==> src/rtl/crc_stream_mc.sv <==
// crc_stream_mc: multi-channel interleaved streaming CRC engine.
// Each beat's data contribution is computed from a zero state and XOR-reduced
// lane group by lane group through the pipeline registers. The per-channel
// running state is advanced and folded in only at the final stage, so
// back-to-back beats of one channel always see the state left by the
// previous beat without any bubble.
module crc_stream_mc #(
    parameter int                     DWIDTH    = 64,
    parameter int                     CRC_WIDTH = 32,
    parameter logic [CRC_WIDTH-1:0]   CRC_POLY  = 32'h04C11DB7,
    parameter logic [CRC_WIDTH-1:0]   INIT      = '1,
    parameter logic [CRC_WIDTH-1:0]   XOR_OUT   = '1,
    parameter bit                     REFIN     = 1'b1,
    parameter bit                     REFOUT    = 1'b1,
    parameter int                     NUM_CH    = 4,
    parameter int                     PIPE_LVL  = 1,
    localparam int                    NBYTES    = DWIDTH / 8,
    localparam int                    CH_W      = (NUM_CH > 1) ? $clog2(NUM_CH) : 1
) (
    input  logic                  clk,
    input  logic                  rst,
    input  logic                  s_valid,
    output logic                  s_ready,
    input  logic [DWIDTH-1:0]     s_data,
    input  logic [NBYTES-1:0]     s_keep,
    input  logic                  s_last,
    input  logic [CH_W-1:0]       s_ch,
    input  logic [CRC_WIDTH-1:0]  s_crc_exp,
    output logic                  m_valid,
    input  logic                  m_ready,
    output logic [CRC_WIDTH-1:0]  m_crc,
    output logic [CH_W-1:0]       m_ch,
    output logic                  m_err,
    output logic                  m_bad
);

    localparam int NB_W = $clog2(NBYTES + 1);
    localparam int PR   = (PIPE_LVL > 0) ? PIPE_LVL : 1;

    typedef logic [CRC_WIDTH-1:0] crc_t;

    // One beat travelling down the pipeline; acc holds the data term so far.
    typedef struct packed {
        logic              valid;
        logic              last;
        logic              bad;
        logic [CH_W-1:0]   ch;
        logic [NB_W-1:0]   nb;
        logic [DWIDTH-1:0] data;
        crc_t              exp;
        crc_t              acc;
    } beat_t;

    // Bit-reverse one byte (input reflection).
    function automatic logic [7:0] rev8(input logic [7:0] b);
        logic [7:0] r;
        for (int i = 0; i < 8; i++) begin
            r[i] = b[7-i];
        end
        return r;
    endfunction

    // Bit-reverse a full CRC word (output reflection).
    function automatic crc_t rev_crc(input crc_t c);
        crc_t r;
        for (int i = 0; i < CRC_WIDTH; i++) begin
            r[i] = c[CRC_WIDTH-1-i];
        end
        return r;
    endfunction

    // Run the first nb bytes through the CRC register starting from st;
    // lanes with sel=0 are fed as zero bytes. Linear in (st, data).
    function automatic crc_t crc_run(input crc_t st, input logic [DWIDTH-1:0] data,
                                     input logic [NB_W-1:0] nb, input logic [NBYTES-1:0] sel);
        crc_t       c;
        crc_t       t;
        logic [7:0] b;
        c = st;
        for (int i = 0; i < NBYTES; i++) begin
            if (i < int'(nb)) begin
                b = sel[i] ? data[8*i +: 8] : 8'h00;
                if (REFIN) begin
                    b = rev8(b);
                end
                t = '0;
                t[CRC_WIDTH-1 -: 8] = b;
                c = c ^ t;
                for (int k = 0; k < 8; k++) begin
                    if (c[CRC_WIDTH-1]) begin
                        c = (c << 1) ^ CRC_POLY;
                    end else begin
                        c = c << 1;
                    end
                end
            end
        end
        return c;
    endfunction

    // Lanes whose data term is folded in at a given stage. With no
    // reduction stages every lane is handled at the final stage.
    function automatic logic [NBYTES-1:0] lane_mask(input int stage);
        logic [NBYTES-1:0] m;
        for (int i = 0; i < NBYTES; i++) begin
            if (PIPE_LVL == 0) begin
                m[i] = (stage == 0) ? 1'b1 : 1'b0;
            end else begin
                m[i] = ((i % PR) == stage) ? 1'b1 : 1'b0;
            end
        end
        return m;
    endfunction

    // One reduction stage: add this stage's lane group to the data term.
    function automatic beat_t stage_step(input beat_t b, input int stage);
        beat_t r;
        r     = b;
        r.acc = b.acc ^ crc_run('0, b.data, b.nb, lane_mask(stage));
        return r;
    endfunction

    logic              en_s;
    logic [NB_W-1:0]   keep_cnt_s;
    logic              keep_ok_s;
    logic [NB_W-1:0]   nb_in_s;
    beat_t             stg_s [0:PIPE_LVL];
    beat_t             stg_r [0:PR-1];
    beat_t             fin_s;
    crc_t              fin_data_s;
    crc_t              fin_next_s;
    crc_t              fin_crc_s;
    crc_t              ch_state_r [0:NUM_CH-1];

    assign en_s    = !(m_valid && !m_ready);
    assign s_ready = en_s;

    // Decode byte count and legality of s_keep (only meaningful on last beat).
    always_comb begin
        keep_cnt_s = '0;
        for (int i = 0; i < NBYTES; i++) begin
            if (s_keep[i]) begin
                keep_cnt_s = keep_cnt_s + NB_W'(1);
            end else begin
                keep_cnt_s = keep_cnt_s;
            end
        end
        keep_ok_s = (s_keep != '0) && ((s_keep & (s_keep + NBYTES'(1))) == '0);
        if (s_last) begin
            nb_in_s = keep_cnt_s;
        end else begin
            nb_in_s = NB_W'(NBYTES);
        end
    end

    assign stg_s[0] = {s_valid && en_s, s_last, s_last && !keep_ok_s, s_ch, nb_in_s,
                       s_data, s_crc_exp, {CRC_WIDTH{1'b0}}};

    for (genvar g = 0; g < PIPE_LVL; g++) begin : g_link
        assign stg_s[g+1] = stg_r[g];
    end

    // Data-reduction pipeline registers; frozen while the output is stalled.
    always_ff @(posedge clk) begin
        if (rst) begin
            for (int s = 0; s < PR; s++) begin
                stg_r[s] <= '0;
            end
        end else if (en_s) begin
            for (int s = 0; s < PIPE_LVL; s++) begin
                stg_r[s] <= stage_step(stg_s[s], s);
            end
        end
    end

    // Final stage: fold in the remaining data lanes and the channel state.
    always_comb begin
        fin_s      = stg_s[PIPE_LVL];
        fin_data_s = fin_s.acc ^ crc_run('0, fin_s.data, fin_s.nb, lane_mask(PIPE_LVL));
        fin_next_s = crc_run(ch_state_r[fin_s.ch], '0, fin_s.nb, '0) ^ fin_data_s;
        fin_crc_s  = (REFOUT ? rev_crc(fin_next_s) : fin_next_s) ^ XOR_OUT;
    end

    // Channel state update and registered result output.
    always_ff @(posedge clk) begin
        if (rst) begin
            for (int c = 0; c < NUM_CH; c++) begin
                ch_state_r[c] <= INIT;
            end
            m_valid <= 1'b0;
            m_crc   <= '0;
            m_ch    <= '0;
            m_err   <= 1'b0;
            m_bad   <= 1'b0;
        end else if (en_s) begin
            if (fin_s.valid && fin_s.last) begin
                ch_state_r[fin_s.ch] <= INIT;
                m_valid              <= 1'b1;
                m_ch                 <= fin_s.ch;
                if (fin_s.bad) begin
                    m_crc <= '0;
                    m_err <= 1'b1;
                    m_bad <= 1'b1;
                end else begin
                    m_crc <= fin_crc_s;
                    m_err <= (fin_crc_s != fin_s.exp);
                    m_bad <= 1'b0;
                end
            end else if (fin_s.valid) begin
                ch_state_r[fin_s.ch] <= fin_next_s;
                m_valid              <= 1'b0;
            end else begin
                m_valid <= 1'b0;
            end
        end
    end

endmodule

==> config.mk <==
export PLATFORM = sky130hd
export DESIGN_NAME = crc_stream_mc
export DESIGN_NICKNAME = d
export VERILOG_FILES = /design/src/rtl/crc_stream_mc.sv
export SDC_FILE = /design/constraint.sdc
export NUM_CORES = 1
export LEC_CHECK = 0
export ABC_AREA = 0
export CAP_MARGIN = 20
export CORE_MARGIN = 10
export CORE_UTILIZATION = 54
export DETAILED_ROUTE_END_ITERATION = 7
export GPL_ROUTABILITY_DRIVEN = 0
export PLACE_DENSITY = 0.83
export SLEW_MARGIN = 20
export SYNTH_ARGS = -nofsm -noshare
export SYNTH_HDL_FRONTEND = slang
export SYNTH_SLANG_ARGS = --single-unit
==> constraint.sdc <==
create_clock -name clk -period 13.6 [get_ports clk]
set_input_delay 2.04 -clock clk [delete_from_list [all_inputs] [get_ports clk]]
set_output_delay 2.04 -clock clk [all_outputs]
set_load 0.02 [all_outputs]
### Word level (Yosys, flattened, before mapping)

Memory sizes are Yosys's and may differ from the RTL's.
Cells that the tools add are included.
Widths: inputs -> output; s select.

| word-level totals | value |
|---|---|
| input port bits | 111 |
| flip-flop bits (word level) | 37 |
| memories | 2 |
| word-level logic and storage cells | 851 |
| RAM bits | 265 |
| output and inout bits | 38 |

Memory list:

| memory | words | width | rd ports | clocked after memory_dff | wr ports | RTL line | source |
|---|---|---|---|---|---|---|---|
| stg_r | 1 | 137 | 1 | 0 | 1 | 128 | `beat_t stg_r [0:PR-1];` |
| ch_state_r | 4 | 32 | 1 | 0 | 4 | 133 | `crc_t ch_state_r [0:NUM_CH-1];` |

| cells by class | value |
|---|---|
| mux-type cells | 586 |
| reductions and logical operators | 13 |
| add/subtract/negate cells | 8 |
| $lt $le $gt $ge | 16 |
| equal/unequal tests | 1 |
| bitwise logic cells | 220 |

Operators with widths:

| operator | count |
|---|---|
| $mux 32 | 323 |
| $mux 27 | 192 |
| $not 14->14 | 192 |
| $xor 32x32->32 | 24 |
| $mux 8 | 40 |
| $mux 137 | 1 |
| $reduce_or 137->1 | 1 |
| $lt 3x4->1 const A | 8 |
| $mux 4 | 8 |
| $ne 32x32->1 | 1 |
| $not 32->32 | 1 |
| $reduce_or 32->1 | 1 |
| $add 4x1->4 const B | 7 |
| $mux 1 | 21 |
| $lt 1x4->1 const A | 4 |
| $lt 2x4->1 const A | 4 |
| $add 8x1->8 const B | 1 |
| $and 8x8->8 | 1 |
| $logic_not 8->1 | 1 |
| $reduce_bool 8->1 | 1 |
| $logic_and 1x1->1 | 5 |
| $logic_not 1->1 | 3 |
| $mux 2 | 1 |
| $reduce_and 2->1 | 1 |
| 2 further kinds | 2 |

### Logic depth before layout (Yosys ltp)

Gate-level depths: netlist of the first run.

| logic depth | value |
|---|---|
| depth after elaboration | 348 |
| gate-level depth with buffers | 48 |
| mapped depth without buffers | 42 |

### Worst setup path after synthesis of the first run

No wires, ideal clock.

| timing | value |
|---|---|
| path kind | input to register |
| start | in s_keep[0] |
| end | mem stg_r[0][14] in the netlist's numbering, data pin |
| path slack | 64 ps |
| library setup time | 273 ps |
| arrival | 13,263 ps |
| required time | 13,327 ps |
| cell stages on the path | 45 |
| path buffers | 3 |
| path through | inv_1 > ha_1 > buf_6 > xnor2_1 > inv_1 > ha_1 > nand3b_1 > mux2_1 > o311a_2 > ha_1 > xnor2_1 > o22ai_1 > or2_2 > inv_1 > ha_1 > nor3_1 > o21a_1 > o31a_1 > [9 not listed] > xnor3_1 > mux2i_1 > nor4_4 > xnor2_1 > xnor3_1 > a221oi_4 > xnor3_1 > xnor3_2 > mux2i_4 > xor2_2 > xnor3_2 > xnor3_1 > mux2i_4 > xor2_4 > xnor3_2 > xnor3_1 > nor2_1 > a211oi_2 |

| between the ends | value |
|---|---|
| longest elaborated chain between the ends | 266 |
| elaborated cells on any way between the ends | 312 |
| classes of those cells | add/sub (7); order compare (8); mux (237); bitwise (60) |

RTL lines:

| element | RTL line | source |
|---|---|---|
| start: declaration | 25 | `input logic [NBYTES-1:0] s_keep,` |
| $mux 1 (*) | 142 | `if (s_keep[i]) begin` |
| $add 4x1->4 | 143 | `keep_cnt_s = keep_cnt_s + NB_W'(1);` |
| $mux 4 (*) | 142 |  |
| $add 4x1->4 | 143 |  |
| $mux 4 (*) | 142 |  |
| $add 4x1->4 | 143 |  |
| $mux 4 (*) | 142 |  |
| $add 4x1->4 | 143 |  |
| [250 not listed] | n/a |  |
| $mux 32 | 81 | `if (i < int'(nb)) begin` |
| $mux 32 | 169 | `end else if (en_s) begin` |
| $mux 32 | 165 | `if (rst) begin` |
| $mux 27 | 90 | `if (c[CRC_WIDTH-1]) begin` |
| $mux 32 (*) | 81 |  |
| $mux 32 (*) | 169 |  |
| $mux 32 (*) | 165 |  |
| $mux 137 (no source line) (*) | n/a |  |
| end: declaration | 128 |  |

Mark *: on every way between the ends. The rest lies on a longest branch, timed or not. The select of a mux whose other input is x is not followed.

### Worst setup path in the final report of the first run

| timing | value |
|---|---|
| start | in s_keep[0] |
| end | mem stg_r[0][8] in the netlist's numbering, data pin |

| between the ends | value |
|---|---|
| longest elaborated chain between the ends | 264 |
| elaborated cells on any way between the ends | 313 |
| classes of those cells | add/sub (7); order compare (8); mux (237); bitwise (61) |

RTL lines:

| element | RTL line |
|---|---|
| $mux 1 (*) | 142 |
| $add 4x1->4 | 143 |
| $mux 4 (*) | 142 |
| $add 4x1->4 | 143 |
| $mux 4 (*) | 142 |
| $add 4x1->4 | 143 |
| $mux 4 (*) | 142 |
| $add 4x1->4 | 143 |
| [248 not listed] | n/a |
| $mux 32 | 169 |
| $mux 32 | 165 |
| $not 14->14 (no source line) | n/a |
| $mux 27 | 90 |
| $mux 32 (*) | 81 |
| $mux 32 (*) | 169 |
| $mux 32 (*) | 165 |
| $mux 137 (no source line) (*) | n/a |

Marks and branches as above.

==> results of run 1 <==
[cells in the final DEF, fill, tap and decap left out, types with 33 or more instances in the layout]
cell type,instances
nand2_1,304
nor2_1,286
mux4_2,33
xnor2_1,618
inv_1,59
mux2i_1,116
xnor2_2,33
dfxtp_1,37
a21oi_1,204
xnor3_1,108
buf_4,147
clkdlybuf4s50_1,147
o21ai_0,109
and2_1,89
nor3_1,52
a31oi_1,33
xor2_1,300
edfxtp_1,201
[what timing repair did]
action                                  CTS  global route
hold endpoints to repair                  0             0
gates resized for setup                   0            38
endpoints found under the setup margin    0            27
setup buffers                             0            19
[per-layer routing]
layer | vias to the layer above | share of wire | GRT usage
met4 | 2 | 0.052 | 0.120
li1 | 12000 | - | -
met2 | 1734 | 0.46 | 0.457
met5 | - | 0.00013 | 0
met1 | 12500 | 0.38 | 0.357
met3 | 364 | 0.11 | 0.0562
[through the flow]
stage	std cells	setup slack, ns	util
final	4277	0.355	0.609
after floorplan	3375	0.0636	-
after global placement	4212	-0.0826	0.589
after global routing	4277	-0.0334	0.609
after detailed placement	4212	-0.369	0.589
after CTS	4256	0.0998	0.603
[registers in the layout (all words and copies together), names as in the netlist]
register and flops:
ch_state_r 128, stg_r 73, m_crc 32, m_ch 2, m_bad 1, m_err 1
m_valid 1
[logic make-up (layout without fill, tap and decap cells)]
family / count (synthesis) / after routing / synth area share
xor gates and xnor gates: 1121 / 1121 / 0.395
and+or+nand+nor: 913 / 913 / 0.136
muxes: 191 / 191 / 0.0806
buffers and inverters: 268 / 403 / 0.0346
other: 0 / 2 / 0
AOI/OAI and AO/OA: 635 / 635 / 0.133
adders and majority gates: 9 / 9 / 0.00361
DFF: 238 / 238 / 0.217
[how the worst max path moves through the flow]
| stage | from | endpoint | slack, ns | depth (start not counted) |
|---|---|---|---|---|
| 4_1_cts | s_keep[0] | stg_r[0][8] | 0.1 | 46 |
| 3_5_place_dp | s_keep[0] | stg_r[0][8] | -0.37 | 46 |
| 3_3_place_gp | s_keep[0] | stg_r[0][8] | -0.08 | 46 |
| 5_1_grt | s_keep[0] | stg_r[0][25] | -0.03 | 47 |
| 2_1_floorplan | s_keep[0] | stg_r[0][14] | 0.06 | 45 |
| 6_report | s_keep[0] | stg_r[0][8] | 0.36 | 47 |
[synth_stat cells, drive strengths merged, types with 11 or more instances]
cell type / number / share of area
a211o: 12 / 0.0034
a211oi: 31 / 0.0080
a21o: 18 / 0.0043
a21oi: 216 / 0.035
a22oi: 32 / 0.0077
a31oi: 34 / 0.0070
and2: 90 / 0.018
and3: 18 / 0.0036
buf: 61 / 0.0097
clkbuf: 145 / 0.017
dfxtp: 37 / 0.024
edfxtp: 201 / 0.19
inv: 60 / 0.0072
mux2: 22 / 0.0081
mux2i: 136 / 0.049
mux4: 33 / 0.024
nand2: 304 / 0.037
nand2b: 14 / 0.0028
nand3: 30 / 0.0050
nand4: 11 / 0.0022
nor2: 298 / 0.036
nor3: 55 / 0.0091
nor3b: 17 / 0.0041
o211ai: 27 / 0.0068
o21a: 20 / 0.0048
o21ai: 130 / 0.022
o22ai: 14 / 0.0030
or2: 15 / 0.0030
or3: 18 / 0.0038
xnor2: 656 / 0.19
xnor3: 118 / 0.085
xor2: 316 / 0.093
xor3: 31 / 0.024
[layout make-up]
| type | instances | area [um2] | area share |
|---|---|---|---|
| diodes | 2 | 5.00 | 0.000143 |
| clock buffers | 31 | 647 | 0.0185 |
| clock inverters | 13 | 151 | 0.00432 |
| well taps | 765 | 957 | 0.0273 |
| multi-input cells | 2869 | 23600 | 0.675 |
| repair buffers | 297 | 2620 | 0.0748 |
| inverters | 62 | 233 | 0.00665 |
| flip-flops and latches | 238 | 6780 | 0.194 |
[critical path: cells and delay by family]
family / cells / cell delay (ns)
multiplexers: 4 / 1.23
buffers and inverters: 8 / 1.47
XOR/XNOR: 17 / 4.64
adder cells (fa/ha/maj): 4 / 1.14
AND/OR/NAND/NOR: 5 / 1.23
AO/OA/AOI/OAI: 9 / 1.81
==> qor.csv, run 1 <==
metric,value,unit
fill_cell_instance_count_of_the_final_layout,4568,
critical_path.reg2reg.endpoint,ch_state_r[2][12],
cp-start-kind,input port,
cp_max_fo,33,
finalCritPeriodShare,0.974,
initial_antenna_violation_count,4,
portion_of_the_post_synthesis_area_used_by_sequential_elements,0.217,
worstRegToRegCells,30,
final_antenna_net_count,0,
dieArea,0.0678,mm2
drt_drc_violations_left,0,
critical_path.endpoint_type,register,
reg2reg_from,stg_r[0][132],
setup_violations,0,
grt_start_max_net_pins,97,
hold_depth,2,
slew_headroom,0.294,
ys_ff_latch,238,
fin_setup_tns,0,ns
rows,88,
start_util,0.543,
final_hold_viol_count,0,
area_delta_synth_final,12.2,%
ys_types,116,
synth.net_count,3495,
holdCritPathClass,register to register,
cts.reportedPaths.clkPinSlew,0.06,ns
global_route_wire_length_before_repair,149000,um
die_y,260,um
cts.hold.buffers_added,0,
max_cap_viol_count,0,
port_buffers,148,
whs_endpoint,m_ch[1],
synth_area_per_cell,9.25,um2
first_global_vias,25200,
clock_tree.root_cell,clkbuf_16,
detail_route.wirelength,99100,um
floorplan.core_area,0.0575,mm2
hp-start,m_ch[1],
final_design_area_no_fill,0.0350,mm2
yosys_warnings,0,
tritoncts_num_sinks,238,
status,"complete, no violations",
htreeDepth,1,
vias,26600,
achievable-frequency,75.5,MHz
cts.path.max_buffers,3,
source_to_sink_clock_delay_at_the_later_pin_of_the_worst_skew_pair,0.54,ns
slew_violations,0,
place_hpwl,76600,um
fin_clk_skew,0.0254,ns
cpPeakStageDelay,0.47,ns
synth_edf_count,201,
finalHoldWorstSlack,0.498,ns
routed_vias_inst,6.22,
crit_slowest_cell,clkdlybuf4s50_1,
reg2reg_slack,0.87,ns
syn_area,0.0312,mm2
synthArstFlopShare,0,
nNetsFinal,3612,
timing_worst_slew_pin_value,1.05,ns
drive_above_1_share,0.116,
placedInstanceArea,0.0339,mm2
post_drt_wl_per_cell,23.2,um
cp.arrival,13.59,ns
post_synth_inst_count,3375,
tritoncts,done,
synth_ff_type,edfxtp_1,
cts-buffers-inserted,24,
global_route.usage.total,0.280,
drt_pass1_iterations,7,
finalCriticalPeriod,13.24,ns
timing.critical_path.required,13.95,ns
first_iter_violations,3948,
grt.overflow.total,0,
crit_type,input port to register,
die_x,260,um
num_io_pins,149,
Power of run 1 is not shown: default switching activity piles up to over one toggle a cycle in this logic, so the estimate is an artifact.
==> inputs of run 2 (changes only) <==
--- a/config.mk
+++ b/config.mk
@@ -7,6 +7,7 @@
 export LEC_CHECK = 0
 export ABC_AREA = 0
 export CAP_MARGIN = 20
+export CORE_ASPECT_RATIO = 1.75
 export CORE_MARGIN = 10
 export CORE_UTILIZATION = 54
 export DETAILED_ROUTE_END_ITERATION = 7
==> run 2 against run 1 <==
Against the previous run: flip-flop and latch count stayed put; setup slack improved by 0.28 ns; non-clock buffer count rose by 40; maximum frequency rose by 2.2%; count of clock-buffer cells in the layout fell by 10; register-to-register slack worse by 0.03 ns; critical endpoint unchanged.
==> qor.csv, run 2 (synthesis gave the netlist of run 1 again) <==
metric,value,unit,change
post_drt_wl_per_cell,25.4,um,+9.9%
crit_family,XOR/XNOR gates,,
grt.overflow.total,0,,unchanged
cts.reportedPaths.clkPinSlew,0.07,ns,about the same
crit_type,input port to register,,
num_io_pins,149,,unchanged
grt_setup_unrepaired,no,,
timing.critical_path.required,13.96,ns,about the same
critical_path.reg2reg.endpoint,m_err,,
achievable-frequency,77.1,MHz,+2.2%
fill_cell_instance_count_of_the_final_layout,4680,,+2.5%
cts-buffers-inserted,20,,-17%
cp.arrival,13.32,ns,-0.27 ns
layout.cells.most_common_list,"xnor2_1 (624), nand2_1 (304), xor2_1 (301)",,
crit_slowest_cell,or4_1,,
cts.hold.buffers_added,0,,unchanged
worstRegToRegCells,29,,-3.3%
finalCriticalPeriod,12.96,ns,-0.283 ns
routed_vias_inst,6.26,,+0.67%
cts_setup_buffers,0,,unchanged
drive_above_1_share,0.119,,+0.00294
slew_violations,0,,unchanged
global_route.usage.total,0.314,,+0.0336
timing_worst_slew_pin_value,1.20,ns,+0.153 ns
source_to_sink_clock_delay_at_the_later_pin_of_the_worst_skew_pair,0.54,ns,about the same
clock_tree.root_cell,clkbuf_16,,
cts.path.max_buffers,3,,unchanged
global_route_wire_length_before_repair,164000,um,+9.6%
reg2reg_slack,0.84,ns,-0.03 ns
cp_max_fo,24,,-27%
hold_depth,2,,unchanged
drt_pass1_iterations,8,,+1
die_y,338,um,+30%
htreeDepth,1,,unchanged
vias,27000,,+1.5%
grt_start_max_net_pins,97,,unchanged
finalCritPeriodShare,0.953,,-0.0208
final_hold_viol_count,0,,unchanged
reg2reg_from,stg_r[0][133],,
cpPeakStageDelay,0.56,ns,+0.09 ns
commonest_non_fill_non_tap_cell_in_the_layout,xnor2_1,,
place_hpwl,85000,um,+11%
worst-path-buf-inv,8,,unchanged
start_util,0.546,,+0.00276
tritoncts,done,,
hp-start,m_ch[1],,
fin_clk_skew,0.0164,ns,-0.00904 ns
largest_register,ch_state_r,,
port_buffers,148,,unchanged
final.setup.worst_slack,0.638,ns,+0.283 ns
critical_path.most_common_cell,xnor2_1,,
max_cap_viol_count,0,,unchanged
nNetsFinal,3648,,+1.0%
fin_setup_tns,0,ns,unchanged
whs_endpoint,m_ch[1],,
slew_headroom,0.198,,-0.0963
drt_drc_violations_left,0,,unchanged
sequential_cell_area,0.00678,mm2,unchanged
post-place-ws,-0.247,ns,+0.122 ns
floorplan.core_area,0.0572,mm2,-0.51%
final_antenna_net_count,0,,unchanged
rows,116,,+32%
max_reg_flops,128,,unchanged
area_delta_synth_final,12.5,%,
critical_path.endpoint_type,register,,
multi_input_area,0.0235,mm2,-0.47%
initial_antenna_violation_count,2,,-2
dieArea,0.0682,mm2,+0.56%
detail_route.wirelength,110000,um,+11%
first_iter_violations,2934,,-26%
setup_violations,0,,unchanged
die_x,202,um,-23%
status,"complete, no violations",,
tritoncts_num_sinks,238,,unchanged
first_global_vias,27300,,+8.0%
holdCritPathClass,register to register,,
cp-start-kind,input port,,
reg_top3,"ch_state_r: 128 flops, stg_r: 73 flops, m_crc: 32 flops",,
==> run 2: changes by cell type in the layout (fill, tap and decap cells not counted), moves of 3 or more <==
cell | before | now
nor2_1 | 286 | 289
a21oi_1 | 204 | 208
xnor2_1 | 618 | 624
a21oi_2 | 9 | 6
clkbuf_1 | 5 | 1
buf_4 | 147 | 187
xnor3_1 | 108 | 112
xnor2_2 | 33 | 27
xnor3_2 | 10 | 6
clkbuf_16 | 24 | 20
==> run 2: what timing repair did <==
item | CTS | global route
endpoints found under the setup margin | 0 | 26
resized for setup | 0 | 14
endpoints found under the hold margin | 0 | 0
==> run 2: worst reg2reg max path, delay by kind of cell, from the launching register on <==
| kind | cells | cell delay [ns] |
|---|---|---|
| AND/OR/NAND/NOR | 5 | 1.59 |
| flip-flops | 1 | 0.99 |
| multiplexers | 3 | 1.65 |
| AO/OA/AOI/OAI | 5 | 1.69 |
| XOR/XNOR | 16 | 6.76 |
==> run 2: metrics by stage <==
stage / hold WS [ns] / std cells / cell area (um2) / util
floorplan: 0.535 / 3375 / 31200 / -
detailed placement: 0.460 / 4273 / 34300 / 0.600
global route: 0.494 / 4308 / 35100 / 0.614
global placement: 0.444 / 4273 / 34300 / 0.600
finish: 0.471 / 4310 / 35100 / 0.614
CTS: 0.470 / 4308 / 35000 / 0.612
==> run 2: cell type report <==
type,count,share of cell area
sequential,238,0.193
clock buffer,21,0.0144
clock inverter,14,0.00574
multi-input combinational,2869,0.670
tap,767,0.0273
timing repair buffer,337,0.0832
inverter,62,0.00663
antenna,2,0.000143
==> run 2: metal layers <==
layer / global-route usage / wire length, um / part of all wire / up-vias
li1: - / - / - / 12000
met1: 0.299 / 33900 / 0.31 / 12600
met2: 0.570 / 55500 / 0.51 / 1690
met3: 0.0610 / 8890 / 0.081 / 608
met4: 0.275 / 11400 / 0.10 / 2
met5: 0 / 11 / 0.00010 / -
==> run 2: worst max-delay path by stage <==
| stage | startpoint | endpoint | slack [ns] | depth (start not counted) |
|---|---|---|---|---|
| floorplan | s_keep[0] | stg_r[0][14] | 0.06 | 45 |
| global placement | s_keep[0] | stg_r[0][8] | 0.06 | 46 |
| detailed placement | s_keep[0] | stg_r[0][8] | -0.25 | 46 |
| CTS | s_keep[0] | stg_r[0][8] | 0.27 | 46 |
| global route | s_keep[0] | stg_r[0][9] | 0.02 | 44 |
| finish | s_keep[0] | stg_r[0][8] | 0.64 | 47 |
Power of run 2 is left out for the same reason.
